$ cat config.mk
export PLATFORM = sky130hd
export DESIGN_NAME = regfile_arbiter
export DESIGN_NICKNAME = d
export VERILOG_FILES = /design/src/rtl/regfile_arbiter.sv
export SDC_FILE = /design/constraint.sdc
export NUM_CORES = 1
export LEC_CHECK = 0
export ABC_CLOCK_PERIOD_IN_PS = 2400
export BUFFER_PORTS_ARGS = -buffer_cell sky130_fd_sc_hd__buf_2
export CORE_AREA = 2 2 108 110
export CTS_CLUSTER_SIZE = 24
export DETAILED_ROUTE_END_ITERATION = 6
export DIE_AREA = 0 0 110 112
export GPL_TIMING_DRIVEN = 0
export HOLD_SLACK_MARGIN = 0.05
export SLEW_MARGIN = 20
export SYNTH_ARGS = -nofsm -noshare
export SYNTH_HDL_FRONTEND = slang
export SYNTH_SLANG_ARGS = --single-unit
$ cat constraint.sdc
create_clock -name i_clk -period 2.4 [get_ports i_clk]
set_input_delay 0.12 -clock i_clk [delete_from_list [all_inputs] [get_ports i_clk]]
set_output_delay 0.12 -clock i_clk [all_outputs]
set_load 0.05 [all_outputs]
$ cat src/rtl/regfile_arbiter.sv
// Two-port arbiter in front of a single-access register file: pipeline (A) has
// priority, debug (B) is promoted after MAXWAIT consecutive denied cycles.
module regfile_arbiter #(
    parameter int DATAWIDTH = 32,
    parameter int MAXWAIT   = 4
) (
    input  logic                 i_clk,
    input  logic                 i_rst_n,
    input  logic                 i_a_req,
    input  logic                 i_a_we,
    input  logic [4:0]           i_a_raddr1,
    input  logic [4:0]           i_a_raddr2,
    input  logic [4:0]           i_a_waddr,
    input  logic [DATAWIDTH-1:0] i_a_wdata,
    input  logic                 i_b_req,
    input  logic                 i_b_we,
    input  logic [4:0]           i_b_raddr1,
    input  logic [4:0]           i_b_raddr2,
    input  logic [4:0]           i_b_waddr,
    input  logic [DATAWIDTH-1:0] i_b_wdata,
    output logic                 o_a_gnt,
    output logic                 o_b_gnt,
    output logic                 o_a_rvalid,
    output logic                 o_b_rvalid,
    output logic [DATAWIDTH-1:0] o_rdata1,
    output logic [DATAWIDTH-1:0] o_rdata2,
    output logic [4:0]           o_rf_readReg1,
    output logic [4:0]           o_rf_readReg2,
    output logic [4:0]           o_rf_writeReg,
    output logic [DATAWIDTH-1:0] o_rf_writeData,
    output logic                 o_rf_write,
    input  logic [DATAWIDTH-1:0] i_rf_readData1,
    input  logic [DATAWIDTH-1:0] i_rf_readData2
);

    localparam logic [3:0] W_MAX = 4'(MAXWAIT);

    typedef enum logic [1:0] {OWN_NONE, OWN_A, OWN_B} owner_t;

    owner_t         r_owner;
    logic [3:0]     r_wait_cnt;
    logic           r_z1;
    logic           r_z2;

    logic                 w_b_pri;
    logic                 w_a_gnt;
    logic                 w_b_gnt;
    logic                 w_we;
    logic [4:0]           w_raddr1;
    logic [4:0]           w_raddr2;
    logic [4:0]           w_waddr;
    logic [DATAWIDTH-1:0] w_wdata;
    logic                 w_live;

    // B outranks A only once it has been starved for the full MAXWAIT window.
    assign w_b_pri = (r_wait_cnt == W_MAX);
    assign w_a_gnt = i_rst_n && i_a_req && !(i_b_req && w_b_pri);
    assign w_b_gnt = i_rst_n && i_b_req && (!i_a_req || w_b_pri);

    always_comb begin
        w_we     = 1'b0;
        w_raddr1 = '0;
        w_raddr2 = '0;
        w_waddr  = '0;
        w_wdata  = '0;
        if (w_a_gnt) begin
            w_we     = i_a_we;
            w_raddr1 = i_a_raddr1;
            w_raddr2 = i_a_raddr2;
            w_waddr  = i_a_waddr;
            w_wdata  = i_a_wdata;
        end else if (w_b_gnt) begin
            w_we     = i_b_we;
            w_raddr1 = i_b_raddr1;
            w_raddr2 = i_b_raddr2;
            w_waddr  = i_b_waddr;
            w_wdata  = i_b_wdata;
        end
    end

    assign o_a_gnt        = w_a_gnt;
    assign o_b_gnt        = w_b_gnt;
    assign o_rf_readReg1  = w_raddr1;
    assign o_rf_readReg2  = w_raddr2;
    assign o_rf_writeReg  = w_waddr;
    assign o_rf_writeData = w_wdata;
    // x0 is hardwired: the grant still completes as a read, the write is dropped.
    assign o_rf_write     = w_we && (w_waddr != 5'd0);

    always_ff @(posedge i_clk) begin
        if (!i_rst_n) begin
            r_wait_cnt <= '0;
            r_owner    <= OWN_NONE;
            r_z1       <= 1'b0;
            r_z2       <= 1'b0;
        end else begin
            if (i_b_req && !w_b_gnt)
                r_wait_cnt <= w_b_pri ? r_wait_cnt : r_wait_cnt + 4'd1;
            else
                r_wait_cnt <= '0;

            if (w_a_gnt)      r_owner <= OWN_A;
            else if (w_b_gnt) r_owner <= OWN_B;
            else              r_owner <= OWN_NONE;

            r_z1 <= (w_a_gnt || w_b_gnt) && (w_raddr1 == 5'd0);
            r_z2 <= (w_a_gnt || w_b_gnt) && (w_raddr2 == 5'd0);
        end
    end

    // Gating with reset kills a response whose issue cycle preceded reset assertion.
    assign w_live     = i_rst_n && (r_owner != OWN_NONE);
    assign o_a_rvalid = i_rst_n && (r_owner == OWN_A);
    assign o_b_rvalid = i_rst_n && (r_owner == OWN_B);
    assign o_rdata1   = (w_live && !r_z1) ? i_rf_readData1 : '0;
    assign o_rdata2   = (w_live && !r_z2) ? i_rf_readData2 : '0;

endmodule

==> results.py, run 1 <==
metrics = {
    "grt": {
        "grt_overflow": 0,
        "grt_max_degree": 11,
        "grt.total_usage_pct": 12.52,
        "grt_pass1_wl_microns": 11660,
        "antenna_found_initial": 1,
        "grt_pass1_vias": 2282,
    },
    "logic_synthesis": {
        "synth.avg_cell_area_sq_um": 7.226,
        "synth_cell_type_count": 30,
        "yosysTopAreaCell": "a22o_1",
        "synth_fa_ha_area_share_pct": 1.813,
        "synth-edff-count": 0,
        "synthTopCellsByArea": "a22o_1 (30%), and2_1 (29%), dfxtp_1 (12%), nor2_1 (3.0%), buf_2 (2.9%)",
        "ys_warn_count": 0,
        "synthSimpleGateAreaFrac_pct": 41.07,
        "ys.flop_type": "dfxtp_1",
        "synthTopCellsByCount": "and2_1 (64), a22o_1 (47), nor2_1 (11)",
        "synth_top_family_by_area": "simple AND/OR/NAND/NOR gates",
        "synth_async_sr_flop_share_pct": 0,
        "syn-num-nets": 357,
        "synthMuxAreaShare_pct": 0,
        "ys_seq_area_share_pct": 11.60,
        "syn-cell-area_sq_um": 1380,
        "synth-seq-cells": 8,
        "synth_xor_area_share_pct": 1.269,
        "synthCells": 191,
        "synth_most_common_cell": "and2_1",
        "synth_compound_area_share_pct": 36.17,
        "synth_top_area_share_pct": 29.83,
    },
    "detailed_routing": {
        "firstDrtPassIters": 4,
        "drtAntennaViolNets": 0,
        "post_drt_wl_per_cell_microns": 13.54,
        "wirelength_microns": 8326,
        "num_vias": 2483,
        "drt_iter0_drc": 56,
        "viasPerCell": 4.037,
        "drc": 0,
    },
    "die": {
        "die-height_microns": 112,
        "io-pin-count": 280,
        "dieArea_sq_um": 12320,
        "coreArea_sq_um": 11170,
        "start_util_pct": 12.35,
        "rows": 39,
        "die-width_microns": 110,
    },
    "clock_network": {
        "cts_root_buf": "clkbuf_16",
        "cts.path.max_buffers": 2,
        "path_clk_slew_ns": 0.04,
        "worstSkewPairLatency_ns": 0.23,
        "htree_levels": 1,
        "cts_made_buffers": 3,
        "clock-sinks": 8,
        "cts_tree": "done",
        "postCtsHoldBufs": 0,
        "cts.repair.resized": 0,
        "cts_setup_buffers": 0,
    },
    "power_and_ir_drop": {
        "power.share.combinational_pct": 62.4,
        "p_clk_share_pct": 25.1,
        "sequentialPowerShare_pct": 12.5,
        "peakVddDrop_mv": 0.1165,
        "p_per_area_nw_per_um2": 373.4,
        "p_switching_uw": 550.3,
        "internal-power_uw": 579.4,
        "swShare_pct": 48.71,
        "p_leak_uw": 0.001868,
    },
    "timing": {
        "worst_slew_pin_slew_ns": 0.3524,
        "maxSlewViolCount": 0,
        "setup_viol": 0,
        "finalWorstSetupSlack_ns": 0.1768,
        "min_period_ns": 2.223,
        "finalCritPeriodShare_pct": 92.64,
        "finClkSkew_ns": 0.003216,
        "fmax_ghz": 0.4498,
        "relSlewSlack_pct": 76.51,
        "tns_ns": 0,
        "rsz0062_at_grt": "false",
        "hold_viol_final": 0,
    },
    "placed_design": {
        "port_buffers": 278,
        "post-dp-hpwl_microns": 7594,
        "routabilityCongestion": 0.7206,
        "dp_slack_ns": 0.4011,
    },
    "worst_setup_path": {
        "critPathTopFamily": "buffers and inverters",
        "crit_path_max_incr_delay_ns": 0.36,
        "crit_type": "reg -> out",
        "r2r_cells": 6,
        "reg2reg_from": "r_wait_cnt[0]",
        "r2r_slack_ns": 0.77,
        "cp-end-kind": "output port",
        "crit_arrival_ns": 2.10,
        "required_ns": 2.28,
        "reg2reg_to": "r_z2",
        "cp_cell_sequence": "inv_1 -> ha_1 -> and4b_1 -> buf_4 -> nor2_4 -> buf_6 -> buf_6 -> a22o_1 -> buf_2",
        "startpoint_type": "register",
        "cp.buffers_inverters": 5,
        "cp_slowest_cell": "dfxtp_1",
        "crit_top_cell": "buf_6",
        "path_max_fanout": 10,
    },
    "min_path": {
        "hp-class": "in -> reg",
        "min_from": "i_b_raddr1[1]",
        "hold_path_depth": 4,
        "min_to": "r_z1",
    },
    "layout": {
        "num-fill-cells": 1277,
        "drive_gt1_share_pct": 62.29,
        "utilization_pct": 27.07,
        "layout.nets": 640,
        "syn_to_final_growth_pct": 119.2,
        "num_antenna_cells": 0,
    },
    "job": {
        "cap_violations": 0,
    },
    "run_status": {
        "status": "finished clean",
    },
}
[sequential cells by signal (all words and copies together) (netlist names)]
signal / flops
r_owner: 2
r_z2: 1
r_z1: 1
r_wait_cnt: 4
[area by class of cell]
cell class              instances  area, sq um  area share (%)
plain buffers                  18        96.34           3.184
clock buffers                   3        75.07           2.481
inverters                       4        15.01          0.4963
multi-input cells             161         1109           36.64
flip-flops and latches          8        160.2           5.294
well taps                     143        178.9           5.914
repair buffers                278         1391           45.99
[cells by family (layout without fill, tap and decap cells)]
group                      Yosys count  after routing
xor gates and xnor gates             2              2
DFF                                  8              8
and+or+nand+nor                     97             97
buffers and inverters               22            303
AOI/OAI and AO/OA                   60             60
adders and majority gates            2              2
[worst register-to-register path: stages, from the launching register on]
cell and delay [ns]:
dfxtp_1 0.33, inv_1 0.06, ha_1 0.15, nand3b_1 0.16, a21oi_2 0.36, buf_2 0.32
a211oi_1 0.12
[power by group through the flow]
stage | Sequential [uW] | Combinational, uW | Clock, uW
4_1_cts | 141 | 714 | 290
5_1_grt | 142 | 752 | 298
3_3_place_gp | 143 | 712 | 0
2_1_floorplan | 142 | 456 | 0
3_5_place_dp | 143 | 713 | 0
6_report | 141 | 705 | 283
[worst max path at each step]
stage | startpoint | to | slack, ns | cells after the start
after CTS | r_wait_cnt[0] | o_rf_writeData[25] | 0.15 | 9
final | r_wait_cnt[0] | o_rf_writeData[25] | 0.18 | 9
after detailed placement | r_wait_cnt[0] | o_rf_writeData[25] | 0.40 | 9
after global placement | r_wait_cnt[0] | o_rf_writeData[31] | 0.38 | 7
after global routing | r_wait_cnt[0] | o_rf_write | 0.04 | 8
after floorplan | r_wait_cnt[0] | o_rf_write | 0.35 | 7
[metrics by stage]
step / hold slack, ns / cell area [sq um] / total power (uW) / cells
after floorplan: 0.2873 / 1380 / 598.7 / 191
after global placement: 0.4461 / 2950 / 855.6 / 612
after detailed placement: 0.4491 / 2950 / 856.3 / 612
after CTS: 0.2043 / 3025 / 1145 / 615
after global routing: 0.2268 / 3025 / 1192 / 615
final: 0.1904 / 3025 / 1130 / 615
[cell usage in the layout, fill, tap and decap left out, drive strengths merged, types with 2 or more instances in the layout]
| cell type | n |
|---|---|
| nor2 | 12 |
| nand3 | 2 |
| a21oi | 2 |
| o21ai | 5 |
| and2 | 64 |
| buf | 289 |
| clkbuf | 10 |
| a22o | 47 |
| o21a | 2 |
| inv | 4 |
| dfxtp | 8 |
| ha | 2 |
| nor3 | 7 |
| a211oi | 2 |
| nand2 | 6 |
[per-layer routing]
metal | routed length (microns) | global-route usage (%)
met1 | 3026 | 13.95
met2 | 4346 | 23.68
met3 | 827 | 1.639
met4 | 113 | 4.304
met5 | 13 | 0
No activity file was read; power rests on OpenSTA's default activity.
==> run 2: changes to the inputs <==
--- a/config.mk
+++ b/config.mk
@@ -7,10 +7,11 @@
 export LEC_CHECK = 0
 export ABC_CLOCK_PERIOD_IN_PS = 2400
 export BUFFER_PORTS_ARGS = -buffer_cell sky130_fd_sc_hd__buf_2
-export CORE_AREA = 2 2 108 110
+export CORE_AREA = 2 2 110 112
+export CTS_BUF_LIST = sky130_fd_sc_hd__clkbuf_4
 export CTS_CLUSTER_SIZE = 24
 export DETAILED_ROUTE_END_ITERATION = 6
-export DIE_AREA = 0 0 110 112
+export DIE_AREA = 0 0 112 114
 export GPL_TIMING_DRIVEN = 0
 export HOLD_SLACK_MARGIN = 0.05
 export SLEW_MARGIN = 20
==> results.py, run 2 (same netlist as run 1, synthesis figures left out) <==
metrics = {
    "run_status": {
        "status": "finished clean",
    },
    "clock_network": {
        "worstSkewPairLatency_ns": 0.26,
        "cts.path.max_buffers": 2,
        "cts_tree": "done",
        "cts_setup_buffers": 0,
        "path_clk_slew_ns": 0.06,
        "cts_root_buf": "clkbuf_4",
        "clock-sinks": 8,
        "htree_levels": 1,
        "cts_made_buffers": 3,
    },
    "worst_setup_path": {
        "crit_path_max_incr_delay_ns": 0.37,
        "r2r_slack_ns": 0.80,
        "path_max_fanout": 10,
        "crit_type": "reg -> out",
        "crit_top_cell": "buf_6",
        "cp-end-kind": "output port",
        "cp.buffers_inverters": 5,
        "startpoint_type": "register",
        "crit_arrival_ns": 2.12,
        "cp_cell_sequence": "inv_1 -> ha_1 -> and4b_1 -> buf_4 -> nor2_4 -> buf_6 -> buf_6 -> a22o_1 -> buf_2",
        "cp_slowest_cell": "dfxtp_1",
        "critPathTopFamily": "buffers and inverters",
        "required_ns": 2.28,
    },
    "power_and_ir_drop": {
        "p_per_area_nw_per_um2": 319.7,
        "peakVddDrop_mv": 0.09733,
        "p_leak_uw": 0.001844,
    },
    "layout": {
        "largest_reg_flops": 4,
        "final_common_cell": "buf_2",
        "layout.nets": 640,
        "utilization_pct": 25.53,
        "syn_to_final_growth_pct": 116.7,
        "top_regs": "r_wait_cnt (4), r_owner (2)",
        "num_antenna_cells": 0,
        "final_cell_mix": "buf_2 (281), and2_1 (64), a22o_1 (47)",
        "regMostFlops": "r_wait_cnt",
        "drive_gt1_share_pct": 62.29,
    },
    "detailed_routing": {
        "num_vias": 2520,
        "m1WireLength_microns": 3094,
        "drc": 0,
        "firstDrtPassIters": 4,
        "wirelength_microns": 8267,
        "routed-wl-met2_microns": 4344,
        "drt_iter0_drc": 38,
        "post_drt_wl_per_cell_microns": 13.36,
        "viasPerCell": 4.071,
        "drtAntennaViolNets": 0,
        "route.met3.wl_microns": 763,
        "top_layer": "met4",
    },
    "timing": {
        "hold_viol_final": 0,
        "min_period_ns": 2.240,
        "worst_slew_pin_slew_ns": 0.4151,
        "relSlewSlack_pct": 72.22,
        "rsz0062_at_grt": "false",
        "maxSlewViolCount": 0,
        "fmax_ghz": 0.4464,
        "finClkSkew_ns": 0.004739,
        "finalCritPeriodShare_pct": 93.33,
        "setup_viol": 0,
        "tns_ns": 0,
    },
    "die": {
        "rows": 40,
        "die-height_microns": 114,
        "dieArea_sq_um": 12770,
        "coreArea_sq_um": 11710,
        "die-width_microns": 112,
        "io-pin-count": 280,
        "start_util_pct": 11.78,
    },
    "grt": {
        "grt_pass1_wl_microns": 11490,
        "antenna_found_initial": 0,
        "grt_pass1_vias": 2280,
        "grt.total_usage_pct": 11.42,
        "grt_overflow": 0,
        "grt_max_degree": 11,
    },
    "placed_design": {
        "post-dp-hpwl_microns": 7420,
        "port_buffers": 278,
        "routabilityCongestion": 0.7543,
    },
    "min_path": {
        "hp-class": "in -> reg",
    },
    "job": {
        "cap_violations": 0,
    },
}
==> run 2: cell count changes in the layout (fill, tap and decap cells not counted), sizes merged <==
cell and change:
clkbuf +5, buf -5
==> run 2: per-stage QoR <==
stage / total power (uW) / cells / instance area (sq um) / setup WS [ns] / hold WS, ns
floorplan: 598.7 / 191 / 1380 / 0.3486 / 0.2873
global placement: 852.8 / 616 / 2955 / 0.3987 / 0.4482
detailed placement: 854.9 / 616 / 2955 / 0.4021 / 0.4562
CTS: 961.3 / 619 / 2978 / 0.1171 / 0.1991
global route: 1005 / 619 / 2990 / 0.004544 / 0.2142
finish: 956.0 / 619 / 2990 / 0.1600 / 0.1723
==> run 2: final cells by class <==
class                   count  area, sq um
inverters                   4        15.01
plain buffers              18        98.84
well taps                 147        183.9
fillers                  1319         8721
repair buffers            278         1401
clock buffers               3        22.52
flip-flops and latches      8        160.2
multi-input cells         161         1109
==> run 2: path summary, 6_finish.rpt <==
check	from	endpoint	cells past startpoint
worst min-delay path	i_b_raddr1[1]	r_z1	4
worst min register to register	r_wait_cnt[0]	r_wait_cnt[0]	1
worst max register to register	r_wait_cnt[0]	r_z2	6
worst max-delay path	r_wait_cnt[0]	o_rf_writeData[23]	9
==> run 2: power by group <==
group          switching (uW)  internal, uW  total, uW
logic                     480           228        708
clock network            50.2          57.5        108
registers                2.77           138        140
==> run 2: layer usage <==
layer  GRT usage (%)  vias to the layer above
met1           12.04                     1086
met5               0                        -
li1                -                     1252
met4           2.439                        0
met2           23.56                      177
met3           1.860                        5
==> run 2: what timing repair did <==
| item | CTS | global route |
|---|---|---|
| hold buffers | 0 | 0 |
| setup endpoints to repair | 0 | 5 |
| resized for setup | 0 | 5 |
==> run 2: worst reg2reg max path: stages (launching register included) <==
cell and delay, ns:
dfxtp_1 0.37, inv_1 0.06, ha_1 0.20, nand3b_1 0.18
a21oi_2 0.13, buf_2 0.23, a211oi_1 0.32
==> run 3: changes to the inputs <==
--- a/config.mk
+++ b/config.mk
@@ -5,15 +5,16 @@
 export SDC_FILE = /design/constraint.sdc
 export NUM_CORES = 1
 export LEC_CHECK = 0
-export ABC_CLOCK_PERIOD_IN_PS = 2400
+export ABC_CLOCK_PERIOD_IN_PS = 2000
 export BUFFER_PORTS_ARGS = -buffer_cell sky130_fd_sc_hd__buf_2
-export CORE_AREA = 2 2 110 112
+export CORE_AREA = 2 2 108 110
 export CTS_BUF_LIST = sky130_fd_sc_hd__clkbuf_4
 export CTS_CLUSTER_SIZE = 24
 export DETAILED_ROUTE_END_ITERATION = 6
-export DIE_AREA = 0 0 112 114
+export DIE_AREA = 0 0 110 112
 export GPL_TIMING_DRIVEN = 0
 export HOLD_SLACK_MARGIN = 0.05
+export PLACE_DENSITY_LB_ADDON = 0.1
 export SLEW_MARGIN = 20
 export SYNTH_ARGS = -nofsm -noshare
 export SYNTH_HDL_FRONTEND = slang
==> constraint.sdc (replaced) <==
create_clock -name i_clk -period 2 [get_ports i_clk]
set_input_delay 0.1 -clock i_clk [delete_from_list [all_inputs] [get_ports i_clk]]
set_output_delay 0.1 -clock i_clk [all_outputs]
set_load 0.05 [all_outputs]
==> results.py, run 3 (same netlist as run 1, synthesis figures left out) <==
metrics = {
    "run_status": {
        "status": "finished clean",
    },
    "detailed_routing": {
        "drt_iter0_drc": 58,
        "wirelength_microns": 8562,
        "num_vias": 2567,
        "viasPerCell": 4.127,
        "drc": 0,
        "post_drt_wl_per_cell_microns": 13.77,
        "drtAntennaViolNets": 0,
        "firstDrtPassIters": 4,
    },
    "power_and_ir_drop": {
        "finalPower_uw": 1212,
        "peakVddDrop_mv": 0.1627,
        "p_per_area_nw_per_um2": 371.8,
        "p_leak_uw": 0.001920,
    },
    "timing": {
        "finalWorstSetupSlack_ns": 0.04149,
        "worst_slew_pin_slew_ns": 0.4651,
        "fmax_ghz": 0.5106,
        "min_period_ns": 1.959,
        "setup_viol": 0,
        "finalCritPeriodShare_pct": 97.93,
        "tns_ns": 0,
        "maxSlewViolCount": 0,
        "fin_hold_ws_ns": 0.1403,
        "hold_viol_final": 0,
        "finClkSkew_ns": 0.005521,
        "rsz0062_at_grt": "true",
        "relSlewSlack_pct": 68.99,
    },
    "layout": {
        "layout.nets": 647,
        "num_antenna_cells": 0,
        "final_common_cell": "buf_2",
        "final_cell_mix": "buf_2 (232), and2_1 (64), a22o_1 (47)",
        "largest_reg_flops": 4,
        "syn_to_final_growth_pct": 136.3,
        "fin_cells": 622,
        "num-fill-cells": 1246,
        "drive_gt1_share_pct": 64.72,
        "regMostFlops": "r_wait_cnt",
        "top_regs": "r_wait_cnt (4), r_owner (2)",
    },
    "die": {
        "rows": 39,
        "start_util_pct": 12.35,
        "die-height_microns": 112,
        "dieArea_sq_um": 12320,
        "io-pin-count": 280,
        "die-width_microns": 110,
        "coreArea_sq_um": 11170,
    },
    "worst_setup_path": {
        "cp-end-kind": "output port",
        "crit_arrival_ns": 1.86,
        "path_max_fanout": 10,
        "cp.buffers_inverters": 4,
        "required_ns": 1.90,
        "crit_type": "reg -> out",
        "startpoint_type": "register",
        "cp_slowest_cell": "dfxtp_2",
        "critPathTopFamily": "buffers and inverters",
        "cp_cell_sequence": "inv_1 -> ha_4 -> nand3b_1 -> a21oi_4 -> buf_12 -> buf_6 -> a22o_1 -> buf_4",
        "crit_path_max_incr_delay_ns": 0.31,
    },
    "placed_design": {
        "port_buffers": 278,
        "dp_slack_ns": 0.04341,
        "post-dp-hpwl_microns": 7571,
        "routabilityCongestion": 0.7544,
        "dp.cells": 612,
    },
    "grt": {
        "grt_pass1_wl_microns": 11470,
        "grt_pass1_vias": 2348,
        "grt.total_usage_pct": 12.19,
        "grt_max_degree": 11,
        "antenna_found_initial": 0,
        "grt_overflow": 0,
    },
    "clock_network": {
        "postCtsHoldBufs": 0,
        "cts.path.max_buffers": 2,
        "worstSkewPairLatency_ns": 0.27,
        "htree_levels": 1,
        "clock-sinks": 8,
        "cts_tree": "done",
        "cts_made_buffers": 3,
        "cts_root_buf": "clkbuf_4",
        "path_clk_slew_ns": 0.06,
    },
    "job": {
        "cap_violations": 0,
    },
    "min_path": {
        "hp-class": "in -> reg",
    },
}
[run 3: changes by cell type in the layout (fill, tap and decap cells not counted), moves of 2 or more]
cell      before  now
buf_6          2   17
dfxtp_2        0    2
buf_4          1   46
nor2_2         0    2
clkbuf_4       8    3
dfxtp_1        8    6
buf_2        281  232
nor2_1        11    9
[run 3: metrics by stage]
| step | utilization (%) | instance area (sq um) |
|---|---|---|
| final | 29.18 | 3261 |
| after global routing | 29.18 | 3261 |
| after CTS | 28.56 | 3192 |
| after global placement | 26.41 | 2952 |
| after detailed placement | 26.41 | 2952 |
| after floorplan | - | 1381 |
[run 3: final timing paths]
| kind | startpoint | to | slack, ns | cells past startpoint |
|---|---|---|---|---|
| setup / recovery | r_wait_cnt[0] | o_rf_writeData[12] | 0.04 | 8 |
| setup reg to reg | r_wait_cnt[0] | r_z2 | 0.55 | 7 |
| hold reg to reg | r_wait_cnt[0] | r_wait_cnt[0] | 0.50 | 2 |
| hold / removal | i_b_raddr1[1] | r_z1 | 0.14 | 4 |
[run 3: routing by layer]
layer	share of wire, %	global-route usage, %	wire length (microns)
met2	57	26.18	4865
met3	10	2.459	895
met1	31	10.34	2636
met5	0	0	0
met4	1.9	4.219	165
[run 3: worst reg2reg max path: stages (launching register included)]
cell and delay, ns:
dfxtp_2 0.32, inv_1 0.06, ha_4 0.16, nand3b_1 0.19, a21oi_4 0.10, buf_12 0.16
buf_6 0.14, a211oi_1 0.22
[run 3: final cells by class]
class	count	area, sq um	share of cell area, %
multi-input cells	161	1136	34.84
flip-flops and latches	8	162.7	4.988
plain buffers	17	125.1	3.837
clock buffers	3	22.52	0.6907
well taps	143	178.9	5.487
repair buffers	286	1620	49.69
inverters	4	15.01	0.4605
[run 3: where the power goes]
part           leakage [uW]  internal, uW  switching, uW
combinational       0.00184           329            586
clock             0.0000138          69.0           60.7
sequential        0.0000663           165           3.05
[run 3: repair_timing]
action	4_1_cts	5_1_grt
cloned	2	1
endpoints found under the setup margin	50	97
buffers inserted	3	2
resized for setup	71	13
pin swaps	4	11
